## src/rtl/alu_mc.sv

```systemverilog
// Multi-cycle handshaked ALU with registered result and flags.
// Define ALU_MC_MUL_EN to build the iterative shift-add multiplier (opcode 12).
module alu_mc #(
    parameter int BUS_WIDTH = 8
) (
    input  logic                 clk,
    input  logic                 rst,
    input  logic                 in_valid,
    output logic                 in_ready,
    input  logic [BUS_WIDTH-1:0] a,
    input  logic [BUS_WIDTH-1:0] b,
    input  logic                 carry_in,
    input  logic [3:0]           opcode,
    output logic                 out_valid,
    input  logic                 out_ready,
    output logic [BUS_WIDTH-1:0] y,
    output logic [BUS_WIDTH-1:0] y_hi,
    output logic                 carry_out,
    output logic                 borrow,
    output logic                 zero,
    output logic                 parity,
    output logic                 invalid_op
);
    localparam int BW = BUS_WIDTH;
    localparam int RW = $clog2(BUS_WIDTH);

    localparam logic [3:0] OP_ADD = 4'd1, OP_ADC = 4'd2, OP_SUB = 4'd3, OP_INC = 4'd4,
                           OP_DEC = 4'd5, OP_AND = 4'd6, OP_NOT = 4'd7, OP_ROL = 4'd8,
                           OP_ROR = 4'd9, OP_OR  = 4'd10, OP_XOR = 4'd11;

`ifdef ALU_MC_MUL_EN
    typedef enum logic [1:0] {IDLE, BUSY, DONE} state_t;
`else
    typedef enum logic [1:0] {IDLE, DONE} state_t;
`endif

    state_t state_q, state_d;
    logic   accept, is_mul;

    assign in_ready  = (state_q == IDLE) || ((state_q == DONE) && out_ready);
    assign out_valid = (state_q == DONE);
    assign accept    = in_valid && in_ready;

    // Single-cycle datapath evaluated on the live inputs; only latched on accept.
    logic [BW-1:0]   r_y;
    logic            r_c, r_bw, r_inv;
    logic [2*BW-1:0] rol_t, ror_t;
    logic [RW-1:0]   amt;

    assign amt   = b[RW-1:0];
    assign rol_t = {a, a} << amt;
    assign ror_t = {a, a} >> amt;

    always_comb begin
        r_y   = '0;
        r_c   = 1'b0;
        r_bw  = 1'b0;
        r_inv = 1'b0;
        case (opcode)
            OP_ADD: r_y = a + b;
            OP_ADC: {r_c, r_y}  = {1'b0, a} + {1'b0, b} + {{BW{1'b0}}, carry_in};
            OP_SUB: {r_bw, r_y} = {1'b0, a} - {1'b0, b};
            OP_INC: {r_c, r_y}  = {1'b0, a} + {{BW{1'b0}}, 1'b1};
            OP_DEC: {r_bw, r_y} = {1'b0, a} - {{BW{1'b0}}, 1'b1};
            OP_AND: r_y = a & b;
            OP_NOT: r_y = ~a;
            OP_ROL: r_y = rol_t[2*BW-1:BW];
            OP_ROR: r_y = ror_t[BW-1:0];
            OP_OR:  r_y = a | b;
            OP_XOR: r_y = a ^ b;
            default: r_inv = 1'b1;
        endcase
    end

`ifdef ALU_MC_MUL_EN
    localparam logic [RW:0] CNT_LAST = (RW+1)'(BUS_WIDTH);
    logic [BW-1:0]   mcand;
    logic [2*BW-1:0] prod;
    logic [RW:0]     cnt;
    logic [BW:0]     psum;
    logic [BW-1:0]   y_hi_q;

    assign is_mul = (opcode == 4'd12);
    // Upper half accumulates the multiplicand when the current multiplier bit is set.
    assign psum   = {1'b0, prod[2*BW-1:BW]} + (prod[0] ? {1'b0, mcand} : {(BW+1){1'b0}});
    assign y_hi   = y_hi_q;
`else
    assign is_mul = 1'b0;
    assign y_hi   = '0;
`endif

    always_comb begin
        state_d = state_q;
        case (state_q)
            IDLE: if (in_valid) state_d = is_mul ? state_t'(1) : DONE;
`ifdef ALU_MC_MUL_EN
            BUSY: if (cnt == CNT_LAST) state_d = DONE;
`endif
            DONE: if (out_ready) state_d = in_valid ? (is_mul ? state_t'(1) : DONE) : IDLE;
            default: state_d = IDLE;
        endcase
    end

    always_ff @(posedge clk) begin
        if (rst) begin
            state_q    <= IDLE;
            y          <= '0;
            carry_out  <= 1'b0;
            borrow     <= 1'b0;
            zero       <= 1'b0;
            parity     <= 1'b0;
            invalid_op <= 1'b0;
`ifdef ALU_MC_MUL_EN
            y_hi_q     <= '0;
            mcand      <= '0;
            prod       <= '0;
            cnt        <= '0;
`endif
        end else begin
            state_q <= state_d;
            if (accept && !is_mul) begin
                y          <= r_y;
                carry_out  <= r_c;
                borrow     <= r_bw;
                zero       <= (r_y == '0);
                parity     <= ^r_y;
                invalid_op <= r_inv;
`ifdef ALU_MC_MUL_EN
                y_hi_q     <= '0;
`endif
            end
`ifdef ALU_MC_MUL_EN
            if (accept && is_mul) begin
                mcand <= a;
                prod  <= {{BW{1'b0}}, b};
                cnt   <= '0;
            end else if (state_q == BUSY) begin
                if (cnt != CNT_LAST) begin
                    prod <= {psum, prod[BW-1:1]};
                    cnt  <= cnt + 1'b1;
                end else begin
                    // Extra commit cycle gives the BW+1 accept-to-valid latency.
                    y          <= prod[BW-1:0];
                    y_hi_q     <= prod[2*BW-1:BW];
                    carry_out  <= |prod[2*BW-1:BW];
                    borrow     <= 1'b0;
                    zero       <= (prod[BW-1:0] == '0);
                    parity     <= ^prod[BW-1:0];
                    invalid_op <= 1'b0;
                end
            end
`endif
        end
    end
endmodule

```

## config.mk

```make
export PLATFORM = sky130hd
export DESIGN_NAME = alu_mc
export DESIGN_NICKNAME = d
export VERILOG_FILES = /design/src/rtl/alu_mc.sv
export SDC_FILE = /design/constraint.sdc
export NUM_CORES = 1
export LEC_CHECK = 0
export ABC_AREA = 0
export BUFFER_PORTS_ARGS = -buffer_cell sky130_fd_sc_hd__buf_2
export CORE_ASPECT_RATIO = 1.5
export CORE_UTILIZATION = 55
export CTS_CLUSTER_DIAMETER = 40
export DETAILED_ROUTE_END_ITERATION = 7
export MAX_ROUTING_LAYER = met4
export PLACE_DENSITY = 0.89
export SLEW_MARGIN = 15
export SYNTH_ARGS = -nofsm -noshare
export SYNTH_HDL_FRONTEND = slang
export SYNTH_SLANG_ARGS = --single-unit
```

## constraint.sdc

```tcl
create_clock -name clk -period 4.6 [get_ports clk]
set_clock_uncertainty 0.1 [all_clocks]
set_input_delay 0.23 -clock clk [delete_from_list [all_inputs] [get_ports clk]]
set_output_delay 0.23 -clock clk [all_outputs]
set_load 0.01 [all_outputs]
```

* Word-level counts from Yosys, hierarchy flattened
Cells that the tools add are included.
Storage, ports and cells: bits in registers 15, input bits 25, word-level logic and storage cells 49
Cells by class: add/subtract/negate cells 6, eq/ne operators 14, shift-type cells 2, muxes and demuxes 8, bitwise operators 4, reductions and logical operators 8
Operators by type and width (number):
- $pmux W8 S11 | 1
- $eq A4 B3 Y1 const B | 4
- $eq A4 B4 Y1 const B | 4
- $shl A16 B3 Y16 | 1
- $shr A16 B3 Y8 | 1
- $reduce_or A11 Y1 | 1
- $add A8 B1 Y9 const B | 1
- $add A8 B8 Y9 | 1
- $add A9 B1 Y9 | 1
- $sub A8 B1 Y9 const B | 1
- $sub A8 B8 Y9 | 1
- $add A8 B8 Y8 | 1
- $and A8 B8 Y8 | 1
- $eq A4 B2 Y1 const B | 2
- $logic_not A8 Y1 | 1
- $not A8 Y8 | 1
- $or A8 B8 Y8 | 1
- $reduce_xor A8 Y1 | 1
- $xor A8 B8 Y8 | 1
- $eq A4 B1 Y1 const B | 1
- $mux W2 | 2
- $pmux W1 S2 | 2
- $pmux W2 S2 | 1
- $eq A2 B1 Y1 const B | 1
- other kinds (7) | 9

* Longest topological paths before layout
Gate-level depths: netlist (run 1).
depth after elaboration 4, gate-level depth with buffers 16, depth with buffers taken out 14

* Worst setup path after synthesis (run 1)
No wires, ideal clock.
path type in2reg, start in a[2], end reg parity, library setup time 0.086 ns, arrival time 3.039 ns, required time 4.414 ns, path slack 1.375 ns, stages on the path 14, path buffers 2, path through clkbuf_1 -> buf_2 -> inv_1 -> ha_1 -> nand2b_1 -> nand3_1 -> a2111o_1 -> a2111oi_0 -> inv_1 -> and3_1 -> ha_1 -> xnor2_1 -> xnor2_1 -> a211oi_1
Between the ends: longest elaborated chain between the ends 4, elaborated cells on any way between the ends 14
Ends and longest elaborated chain:
- start: declaration | line 10 | input logic [BUS_WIDTH-1:0] a,
- $add A8 B8 Y9 | line 61 | OP_ADC: {r_c, r_y} = {1'b0, a} + {1'b0, b} + {{BW{1'b0}}, carry_in};
- $add A9 B1 Y9 | line 61
- $pmux W8 S11 * | line 59 | case (opcode)
- $reduce_xor A8 Y1 * | line 126 | parity <= ^r_y;
- end signal: assignment | line 126
- end: declaration | line 21 | output logic parity,
Every way passes the cells marked *; elsewhere a longest branch is shown, timed or not. A chain may end at the register's enable or synchronous reset.

* Worst setup path in the final report (run 1)
start in b[2], end reg parity
Between the ends: longest elaborated chain between the ends 4, elaborated cells on any way between the ends 11
Ends and longest elaborated chain:
- start: declaration | line 11 | input logic [BUS_WIDTH-1:0] b,
- $add A8 B8 Y9 | line 61
- $add A9 B1 Y9 | line 61
- $pmux W8 S11 * | line 59
- $reduce_xor A8 Y1 * | line 126
Marked as above.

==> flow_summary.json, run 1 <==
{
  "design.die.area_sq_mm": 0.006452,
  "sequentialPowerShare_pct": 22.9,
  "tritoncts_clock_tree": "yes",
  "critPathMaxStageDelay_ns": 0.63,
  "numClockSinks": 14,
  "clk_pin_slew_ns": 0.05,
  "yosys_warnings": 0,
  "relSlewSlack_pct": 28.89,
  "fmax_mhz": 271.3,
  "synth_seq_area_share_pct": 8.315,
  "drt-pass1-iter-count": 8,
  "finish.cell_count_without_fillers": 503,
  "route.antenna.remaining_nets": 0,
  "outcome": "finished clean",
  "synth_top_flop_cell": "sky130_fd_sc_hd__dfxtp_1",
  "ys_seq_elements": 14,
  "clock_power_share_pct": 15.7,
  "numPortBuffers": 39,
  "measured_slew_at_the_worst_slew_check_pin_ns": 1.066,
  "synth.largest_area_cell": "sky130_fd_sc_hd__mux4_1",
  "hold_viol_final": 0,
  "route.vias.total": 3465,
  "switching_power_w": 0.0002615,
  "rows": 34,
  "cts-buffers-inserted": 3,
  "vias_per_cell": 6.889,
  "die_x_um": 65.92,
  "critical_path_peak_fanout": 15,
  "timing.max_cap.violations": 0,
  "detail_route.wl_per_cell_um": 20.91,
  "placed_cells_incl_taps": 500,
  "placeableCoreArea_sq_mm": 0.005871,
  "cellLeakagePower_nw": 1.510,
  "path_class_of_the_lowest_slack_min_delay_path": "primary input to flip-flop",
  "route.detailed.drc": 0,
  "min-delay-start": "in_valid",
  "synth_compound_area_share_pct": 24.98,
  "hpwl_after_dpl_mm": 8.248,
  "cts-resized-gates": 0,
  "die_y_um": 97.88,
  "post_cts_hold_buffer_count": 0,
  "intPower_w": 0.0003382,
  "crit_arrival_ns": 3.74,
  "post_synth_and_or_nand_nor_area_fraction_pct": 23.27,
  "setup_repair_after_global_routing_missed_its_margin": "no",
  "routed_wl_mm": 10.52,
  "clockBufferDepth": 2,
  "maximum_number_of_pins_on_one_net_before_global_route_repair": 29,
  "layout_worst_path_cycle_share_pct": 80.12,
  "cts-root-buf": "sky130_fd_sc_hd__clkbuf_8",
  "floorplan.initialDensity_pct": 57.42,
  "globalRouteTotalUtil_pct": 34.74,
  "switching_share_pct": 43.61,
  "setup.worst_path.start_class": "primary input",
  "post_synth_num_cell_types": 76,
  "vias_in_the_first_global_route": 3172,
  "post_synth_mux_area_share_pct": 15.63,
  "antenna_cells": 0,
  "clock_insertion_delay_worst_skew_ns": 0.23,
  "timing.final.max_slew_violations": 0,
  "post_synth_inst_count": 425,
  "critical_path.endpoint_type": "flip-flop",
  "synth_edf_count": 0,
  "slowest_stage": "sky130_fd_sc_hd__ha_1",
  "flow.area_growth_from_synthesis_pct": 3.526,
  "finalSetupTns_ns": 0,
  "gr-total-overflow": 0,
  "final.setup.worst_slack_ns": 0.9143,
  "power_frac_comb_pct": 61.4,
  "synth_top_family_by_area": "compound AO/OA/AOI/OAI gates",
  "ios": 48,
  "synth_async_sr_flop_share_pct": 0,
  "synth.top_cell.area_share_pct": 11.69,
  "setup_violations": 0,
  "number_of_antenna_violations_at_the_first_check_in_global_routing": 0,
  "finish.net_count": 492,
  "placement.setup.worst_slack_ns": 0.7323,
  "h_tree_lvls": 1,
  "final_period_minus_worst_setup_slack_ns": 3.686,
  "cp_data_required_time_ns": 4.65,
  "postSynthAreaPerCell_sq_um": 7.931,
  "synth_xor_area_share_pct": 3.898,
  "power_per_cell_area_mw_per_mm2": 171.9,
  "netlist_area_sq_mm": 0.003371,
  "drt-initial-drc-count": 291,
  "cp_cell_sequence": "buf_2 > inv_1 > ha_1 > nand2b_1 > nand3_1 > a2111o_1 > a2111oi_0 > inv_1 > and3_1 > ha_1 > xnor2_1 > xnor2_1 > a211oi_1",
  "drive_above_1_share_pct": 12.30,
  "critPathLaunch": "b[2]",
  "synth.top_cells.by_area": "sky130_fd_sc_hd__mux4_1 (12%), sky130_fd_sc_hd__ha_1 (11%), sky130_fd_sc_hd__dfxtp_1 (8.3%)",
  "r2r_start": "state_q[0]$_SDFFE_PP0P_",
  "setup.worst_path.class": "primary input to flip-flop",
  "yosys.area_share.adder_pct": 13.51,
  "ir_drop_mv": 0.1032,
  "globalplace.congestion": 1.027,
  "grt_first_pass_wirelength_mm": 16.77,
  "cts.repair_timing.setup_buffer_count": 0
}
path summary, 6_finish.rpt:
path | end | slack (ns) | depth (start not counted)
max | parity$_SDFFE_PP0P_ | 0.91 | 13
min | state_q[0]$_SDFFE_PP0P_ | 0.14 | 3
max reg2reg | carry_out$_SDFFE_PP0P_ | 2.53 | 5
min reg2reg | y[3]$_SDFFE_PP0P_ | 0.35 | 2
cell type report:
cell class                 instances  area, sq um
inverter                          30        112.6
fill                             547         2381
timing repair buffer              39        195.2
sequential                        14        280.3
clock buffer                       3        41.29
tap                               72        90.09
multi-input combinational        345         2770
logic make-up (layout without fill, tap and decap cells):
kind of cell | Yosys count | in the layout
compound gates | 122 | 122
xor+xnor | 15 | 15
fa+ha+maj | 34 | 34
buf+inv | 73 | 72
flops | 14 | 14
mux | 27 | 27
other cells | 1 | 8
simple gates | 139 | 139
routing by layer:
layer | global-route usage (%) | part of all wire [%]
met2 | 56.99 | 49
met5 | - | 0
met1 | 40.38 | 38
met3 | 3.388 | 6.3
met4 | 19.23 | 6.5
through the flow:
step                power [W]  area (sq um)  util [%]  hold WS (ns)
floorplan           0.0004164          3397         -        0.2021
global placement    0.0004968          3448     58.74        0.3415
detailed placement  0.0005003          3448     58.74        0.3488
CTS                 0.0005959          3490     59.44        0.1422
global route        0.0006425          3490     59.44        0.1464
finish              0.0005998          3490     59.44        0.1420
placed cells by master (no fill, tap or decap), drive strengths merged, types with 5 or more instances in the layout:
master	count
o21bai	5
mux2i	11
a22oi	9
inv	30
a21oi	31
nand4	6
o22ai	9
o21ai	14
nand2b	9
conb	8
a211oi	9
xnor2	13
ha	30
nand2	17
nor2b	7
nor3	17
buf	39
mux4	16
nand3	15
a21o	7
nor2	38
dfxtp	14
synthesized netlist by cell type (3+ instances only):
| cell | count |
|---|---|
| sky130_fd_sc_hd__and3_1 | 4 |
| sky130_fd_sc_hd__xnor2_1 | 13 |
| sky130_fd_sc_hd__o21a_1 | 3 |
| sky130_fd_sc_hd__clkbuf_1 | 17 |
| sky130_fd_sc_hd__a31oi_1 | 3 |
| sky130_fd_sc_hd__o21ai_0 | 13 |
| sky130_fd_sc_hd__buf_2 | 11 |
| sky130_fd_sc_hd__nand3_1 | 15 |
| sky130_fd_sc_hd__o22ai_1 | 9 |
| sky130_fd_sc_hd__nand2_1 | 17 |
| sky130_fd_sc_hd__dfxtp_1 | 14 |
| sky130_fd_sc_hd__a21o_1 | 7 |
| sky130_fd_sc_hd__buf_4 | 9 |
| sky130_fd_sc_hd__a221oi_1 | 4 |
| sky130_fd_sc_hd__a21oi_1 | 31 |
| sky130_fd_sc_hd__nand4_1 | 6 |
| sky130_fd_sc_hd__buf_1 | 3 |
| sky130_fd_sc_hd__fa_1 | 4 |
| sky130_fd_sc_hd__o31ai_1 | 3 |
| sky130_fd_sc_hd__mux4_1 | 15 |
| sky130_fd_sc_hd__o21bai_1 | 5 |
| sky130_fd_sc_hd__nor2_1 | 38 |
| sky130_fd_sc_hd__inv_1 | 30 |
| sky130_fd_sc_hd__ha_1 | 30 |
| sky130_fd_sc_hd__a211oi_1 | 9 |
| sky130_fd_sc_hd__nor3_1 | 17 |
| sky130_fd_sc_hd__a22oi_1 | 9 |
| sky130_fd_sc_hd__nor2b_1 | 7 |
| sky130_fd_sc_hd__nand2b_1 | 9 |
| sky130_fd_sc_hd__mux2i_1 | 11 |
critical path, delay by kind of cell:
| family | cells | cell delay, ns |
|---|---|---|
| compound gates | 3 | 1.11 |
| xor+xnor | 2 | 0.29 |
| fa+ha+maj | 2 | 0.91 |
| buf+inv | 3 | 0.65 |
| simple gates | 3 | 0.54 |
power by group through the flow:
stage	clock network (W)	logic, W	registers [W]
floorplan	0	0.000271	0.000145
global placement	0	0.000357	0.000139
detailed placement	0	0.000360	0.000140
CTS	0.0000975	0.000361	0.000137
global route	0.000102	0.000402	0.000139
finish	0.0000941	0.000368	0.000137
state kept, by name, indices dropped and copies added (netlist names):
name        flops
parity          1
carry_out       1
y               8
state_q         1
invalid_op      1
borrow          1
zero            1
Power figures use the tool's default switching activity.
==> inputs of run 2 (changes only) <==
clock period = 3.7 ns   (was 4.6 ns; I/O delays follow)
==> run 2 against run 1 <==
  * Register-to-register slack worse by 0.86 ns
  * Global-route usage up 2.6 points
  * Routed wire length up 7.0%
  * Design area up 4.1%
  * Sequential cell count unchanged
  * Non-clock buffer count up 17
  * Hold slack worse by 0.049 ns
  * Power up 34%
  * Cell count up 3.6%
  * Via count up 2.2%
==> flow_summary.json, run 2 (synthesized netlist as in run 1, its figures left out) <==
{
  "die_y_um": 97.88,
  "route.detailed.drc": 0,
  "largest-register": "y",
  "tritoncts_clock_tree": "yes",
  "h_tree_lvls": 1,
  "gr-total-overflow": 0,
  "vias_in_the_first_global_route": 3370,
  "layout_worst_path_cycle_share_pct": 89.20,
  "design.die.area_sq_mm": 0.006452,
  "cts-resized-gates": 0,
  "cts.repair_timing.setup_buffer_count": 0,
  "finish.net_count": 509,
  "numPortBuffers": 39,
  "largest_register_ffs": 8,
  "timing.final.max_slew_violations": 0,
  "r2r_slack_ns": 1.67,
  "placeableCoreArea_sq_mm": 0.005871,
  "post_cts_hold_buffer_count": 0,
  "drt-pass1-iter-count": 5,
  "cts-root-buf": "sky130_fd_sc_hd__clkbuf_8",
  "setup_repair_after_global_routing_missed_its_margin": "no",
  "ios": 48,
  "final_area_sq_mm": 0.003631,
  "floorplan.initialDensity_pct": 57.42,
  "finalSetupTns_ns": 0,
  "antenna_cells": 0,
  "fmax_mhz": 303.0,
  "final_util_pct": 61.85,
  "cellLeakagePower_nw": 1.599,
  "ir_drop_mv": 0.06771,
  "globalRouteTotalUtil_pct": 37.37,
  "number_of_antenna_violations_at_the_first_check_in_global_routing": 0,
  "placement.cell_area_sq_mm": 0.003576,
  "rows": 34,
  "critical_path_peak_fanout": 16,
  "path_class_of_the_lowest_slack_min_delay_path": "primary input to flip-flop",
  "numClockSinks": 14,
  "final_period_minus_worst_setup_slack_ns": 3.300,
  "setup.worst_path.start_class": "primary input",
  "drive_above_1_share_pct": 15.81,
  "vias_per_cell": 6.797,
  "hold_viol_final": 0,
  "drt-initial-drc-count": 292,
  "setup.worst_path.class": "primary input to flip-flop",
  "clk_pin_slew_ns": 0.06,
  "routed_wl_mm": 11.26,
  "cp_cell_sequence": "buf_2 > inv_1 > ha_1 > nand4_1 > a21oi_1 > o21ai_0 > nor3b_1 > nor4_2 > and3_1 > ha_1 > xnor2_1 > xnor2_1 > a211oi_1",
  "timing.max_cap.violations": 0,
  "detail_route.wl_per_cell_um": 21.61,
  "globalplace.congestion": 1.007,
  "critical_path.endpoint_type": "flip-flop",
  "power_per_cell_area_mw_per_mm2": 220.6,
  "commonest_non_fill_non_tap_cells_in_the_layout": "sky130_fd_sc_hd__buf_2 (39), sky130_fd_sc_hd__nor2_1 (38), sky130_fd_sc_hd__a21oi_1 (31)",
  "route.antenna.remaining_nets": 0,
  "clock_insertion_delay_worst_skew_ns": 0.25,
  "cp_data_required_time_ns": 3.76,
  "hpwl_after_dpl_mm": 8.781,
  "route.vias.total": 3541,
  "critPathMaxStageDelay_ns": 0.57,
  "die_x_um": 65.92,
  "outcome": "finished clean",
  "measured_slew_at_the_worst_slew_check_pin_ns": 1.113,
  "relSlewSlack_pct": 25.76,
  "layout_commonest_cell": "sky130_fd_sc_hd__buf_2",
  "num-fill-cells": 541,
  "cts-buffers-inserted": 3,
  "setup_violations": 0,
  "flow.area_growth_from_synthesis_pct": 7.721,
  "grt_first_pass_wirelength_mm": 17.85,
  "slowest_stage": "sky130_fd_sc_hd__ha_1",
  "maximum_number_of_pins_on_one_net_before_global_route_repair": 29,
  "clockBufferDepth": 2,
  "crit_arrival_ns": 3.36
}
## run 2: changes by cell type in the layout (fill, tap and decap cells not counted), sizes merged
cell / change
clkbuf: +1
buf: +17
## run 2: worst max-delay path: cells and delay by family
| family | cells | cell delay (ns) |
|---|---|---|
| compound gates | 3 | 0.84 |
| xor+xnor | 2 | 0.26 |
| fa+ha+maj | 2 | 0.81 |
| buf+inv | 2 | 0.37 |
| simple gates | 4 | 0.90 |
## run 2: stage by stage
stage | hold slack [ns] | setup slack (ns) | total power, W | instances
floorplan | 0.1571 | 0.5204 | 0.0005177 | 432
global placement | 0.3416 | 0.3107 | 0.0006403 | 517
detailed placement | 0.3584 | 0.2191 | 0.0006424 | 517
CTS | 0.09690 | 0.4823 | 0.0007901 | 521
global route | 0.1201 | 0.1235 | 0.0008525 | 521
finish | 0.09349 | 0.3996 | 0.0008010 | 521
## run 2: path summary, 6_finish.rpt
path	from	endpoint	depth (start not counted)
worst max-delay path	a[5]	parity$_SDFFE_PP0P_	13
worst min-delay path	in_valid	state_q[0]$_SDFFE_PP0P_	3
worst max register to register	state_q[0]$_SDFFE_PP0P_	carry_out$_SDFFE_PP0P_	5
worst min register to register	y[3]$_SDFFE_PP0P_	y[3]$_SDFFE_PP0P_	2
## run 2: layout make-up
type / instances / area [sq um] / area share (%)
Clock buffer: 4 / 55.05 / 1.516
Inverter: 30 / 112.6 / 3.101
Multi-Input combinational cell: 345 / 2770 / 76.29
Sequential cell: 14 / 280.3 / 7.719
Tap cell: 72 / 90.09 / 2.481
Timing Repair Buffer: 56 / 322.8 / 8.890
## run 2: per-layer routing
metal | up-vias | share of wire, % | global-route usage [%]
li1 | 1636 | - | -
met1 | 1682 | 37 | 41.88
met2 | 170 | 50 | 62.17
met3 | 53 | 6.7 | 5.374
met4 | 0 | 5.8 | 19.90
met5 | - | 0 | -
## run 2: power by group
group	switching, W	internal (W)	total, W
registers	0.00000613	0.000165	0.000171
logic	0.000282	0.000199	0.000481
clock network	0.0000551	0.0000943	0.000149
total	0.000343	0.000458	0.000801
==> inputs of run 3 (changes only) <==
ABC_AREA = 1   (was 0)
CAP_MARGIN = 20   (was default)
CTS_CLUSTER_DIAMETER = 50   (was 40)
==> run 3 against run 2 <==
  * Routed wire length decreased by 13%
  * Utilization down 0.32 points
  * Design area shrank 6.2%
  * Die area decreased by 5.0%
  * Power down 5.1%
==> flow_summary.json, run 3 <==
{
  "outcome": "finished clean",
  "die_x_um": 64.25,
  "tritoncts_clock_tree": "yes",
  "timing.max_cap.violations": 0,
  "numPortBuffers": 39,
  "drt-pass1-iter-count": 6,
  "finalSetupTns_ns": 0,
  "relSlewSlack_pct": 57.12,
  "routed_wl_mm": 9.784,
  "fmax_mhz": 346.1,
  "cp_data_required_time_ns": 3.74,
  "measured_slew_at_the_worst_slew_check_pin_ns": 0.6424,
  "synth.top_cells.by_area": "sky130_fd_sc_hd__nand2_1 (21%), sky130_fd_sc_hd__nand3_1 (15%), sky130_fd_sc_hd__ha_1 (12%)",
  "crit_arrival_ns": 2.93,
  "setup.worst_path.start_class": "primary input",
  "placement.setup.worst_slack_ns": 0.6638,
  "cp_common_cell": "sky130_fd_sc_hd__nand2_1",
  "finish.cell_count_without_fillers": 690,
  "synth_edf_count": 0,
  "globalRouteTotalUtil_pct": 34.37,
  "vias_in_the_first_global_route": 3800,
  "critPathMaxStageDelay_ns": 0.54,
  "critical_path_peak_fanout": 18,
  "min-delay-start": "rst",
  "path_class_of_the_lowest_slack_min_delay_path": "primary input to flip-flop",
  "setup.worst_path.class": "primary input to flip-flop",
  "clk_pin_slew_ns": 0.06,
  "critical_path.endpoint_type": "flip-flop",
  "h_tree_lvls": 1,
  "postSynthAreaPerCell_sq_um": 5.382,
  "finish.net_count": 680,
  "final_period_minus_worst_setup_slack_ns": 2.889,
  "hold_viol_final": 0,
  "hpwl_after_dpl_mm": 7.803,
  "ios": 48,
  "grt_first_pass_wirelength_mm": 16.01,
  "num-fill-cells": 560,
  "cts-buffers-inserted": 3,
  "route.detailed.drc": 0,
  "r2r_start": "state_q[0]$_SDFFE_PP0P_",
  "final.setup.worst_slack_ns": 0.8107,
  "cellLeakagePower_nw": 1.907,
  "vias_per_cell": 5.832,
  "largest-register": "y",
  "cts-resized-gates": 0,
  "layout_worst_path_cycle_share_pct": 78.09,
  "placed_cells_incl_taps": 686,
  "fin_worst_hold_slack_ns": 0.1272,
  "slowest_stage": "sky130_fd_sc_hd__ha_1",
  "layout_commonest_cell": "sky130_fd_sc_hd__nand2_1",
  "largest_register_ffs": 8,
  "yosys_warnings": 0,
  "synth_top_flop_cell": "sky130_fd_sc_hd__dfxtp_1",
  "floorplan.initialDensity_pct": 57.78,
  "post_cts_hold_buffer_count": 0,
  "rows": 33,
  "setup_repair_after_global_routing_missed_its_margin": "no",
  "post-synth-top-count-cell": "sky130_fd_sc_hd__nand2_1",
  "netlist_area_sq_mm": 0.003197,
  "cp_cell_sequence": "buf_2 > clkinv_1 > ha_1 > nand2_1 > nand2_1 > inv_1 > nand2_1 > nand2_1 > nand3_1 > nand2_1 > nor2_1 > and3_1 > ha_1 > xnor2_1 > xnor2_1 > o21ai_0 > inv_1",
  "clockBufferDepth": 2,
  "synth.top_cell.area_share_pct": 21.02,
  "flow.area_growth_from_synthesis_pct": 6.497,
  "synth.largest_area_cell": "sky130_fd_sc_hd__nand2_1",
  "ys_seq_elements": 14,
  "cp_num_buf_inv": 4,
  "setup_violations": 0,
  "drive_above_1_share_pct": 10.81,
  "route.vias.total": 4024,
  "clock_insertion_delay_worst_skew_ns": 0.25,
  "timing.final.max_slew_violations": 0,
  "number_of_antenna_violations_at_the_first_check_in_global_routing": 0,
  "final_util_pct": 61.53,
  "placeableCoreArea_sq_mm": 0.005533,
  "globalplace.congestion": 1.146,
  "post_synth_num_cell_types": 37,
  "route.antenna.remaining_nets": 0,
  "synth_seq_area_share_pct": 8.767,
  "numClockSinks": 14,
  "drt-initial-drc-count": 334,
  "power_per_cell_area_mw_per_mm2": 223.2,
  "synth_async_sr_flop_share_pct": 0,
  "die_y_um": 95.37,
  "cts.repair_timing.setup_buffer_count": 0,
  "detail_route.wl_per_cell_um": 14.18,
  "crit_family": "simple AND/OR/NAND/NOR gates",
  "cts-root-buf": "sky130_fd_sc_hd__clkbuf_8",
  "commonest_non_fill_non_tap_cells_in_the_layout": "sky130_fd_sc_hd__nand2_1 (179), sky130_fd_sc_hd__nand3_1 (98), sky130_fd_sc_hd__inv_1 (71)",
  "ir_drop_mv": 0.1140,
  "design.die.area_sq_mm": 0.006128,
  "post_synth_inst_count": 594,
  "maximum_number_of_pins_on_one_net_before_global_route_repair": 24,
  "post_synth_most_frequent_cells": "sky130_fd_sc_hd__nand2_1 (179), sky130_fd_sc_hd__nand3_1 (98), sky130_fd_sc_hd__inv_1 (71), sky130_fd_sc_hd__nor2_1 (64), sky130_fd_sc_hd__ha_1 (30)",
  "antenna_cells": 0,
  "critPathLaunch": "b[2]",
  "gr-total-overflow": 0
}
==> run 3: cell types whose count changed after synthesis, moves of 10 or more <==
| cell | change |
|---|---|
| sky130_fd_sc_hd__a21oi_1 | -10 |
| sky130_fd_sc_hd__nor3_1 | -16 |
| sky130_fd_sc_hd__xnor2_1 | -11 |
| sky130_fd_sc_hd__inv_1 | +41 |
| sky130_fd_sc_hd__mux2i_1 | -11 |
| sky130_fd_sc_hd__nor2_1 | +26 |
| sky130_fd_sc_hd__mux4_1 | -15 |
| sky130_fd_sc_hd__nand3_1 | +83 |
| sky130_fd_sc_hd__nand2_1 | +162 |
| sky130_fd_sc_hd__clkbuf_1 | -14 |
| sky130_fd_sc_hd__o21ai_0 | +10 |
==> run 3: worst paths after layout <==
path                             endpoint  slack (ns)  depth (start not counted)
setup / recovery      parity$_SDFFE_PP0P_        0.81                         17
hold / removal    state_q[0]$_SDFFE_PP0P_        0.13                          2
setup reg to reg        y[2]$_SDFFE_PP0P_        2.15                          6
hold reg to reg   state_q[0]$_SDFFE_PP0P_        0.41                          2
==> run 3: report_power, final <==
group | total, W | leakage [nW] | internal (W) | switching [W]
logic | 0.000438 | 1.76 | 0.000151 | 0.000287
clock network | 0.000150 | 0.0288 | 0.0000944 | 0.0000559
registers | 0.000172 | 0.116 | 0.000166 | 0.00000605
total | 0.000760 | 1.91 | 0.000411 | 0.000349
==> run 3: per-stage QoR <==
step / power, W / instance area, sq um
after floorplan: 0.0004960 / 3223
after global placement: 0.0005795 / 3349
after detailed placement: 0.0005963 / 3349
after CTS: 0.0007480 / 3405
after global routing: 0.0008198 / 3405
final: 0.0007599 / 3405
==> run 3: final cells by class <==
type	instances	area [sq um]	share of cell area [%]
Sequential cell	14	280.3	8.232
Multi-Input combinational cell	481	2472	72.62
Tap cell	70	87.58	2.573
Clock buffer	4	55.05	1.617
Inverter	81	306.5	9.004
Timing Repair Buffer	40	202.7	5.954
==> run 3: logic make-up (layout without fill, tap and decap cells) <==
kind of cell	Yosys count	count (layout)	synth area share, %
buffers and inverters	106	125	14.72
DFF	14	14	8.767
AOI/OAI and AO/OA	61	61	10.10
xor gates and xnor gates	5	5	1.370
adders and majority gates	34	34	14.25
other	1	8	0.1173
and+or+nand+nor	373	373	50.68
==> run 3: layer usage <==
| metal | vias to the layer above | share of wire (%) | GRT usage, % |
|---|---|---|---|
| met3 | 82 | 8.5 | 3.469 |
| met2 | 275 | 49 | 59.30 |
| met4 | 0 | 8.6 | 30.56 |
| li1 | 1941 | - | - |
| met5 | - | 0 | - |
| met1 | 1726 | 34 | 33.98 |
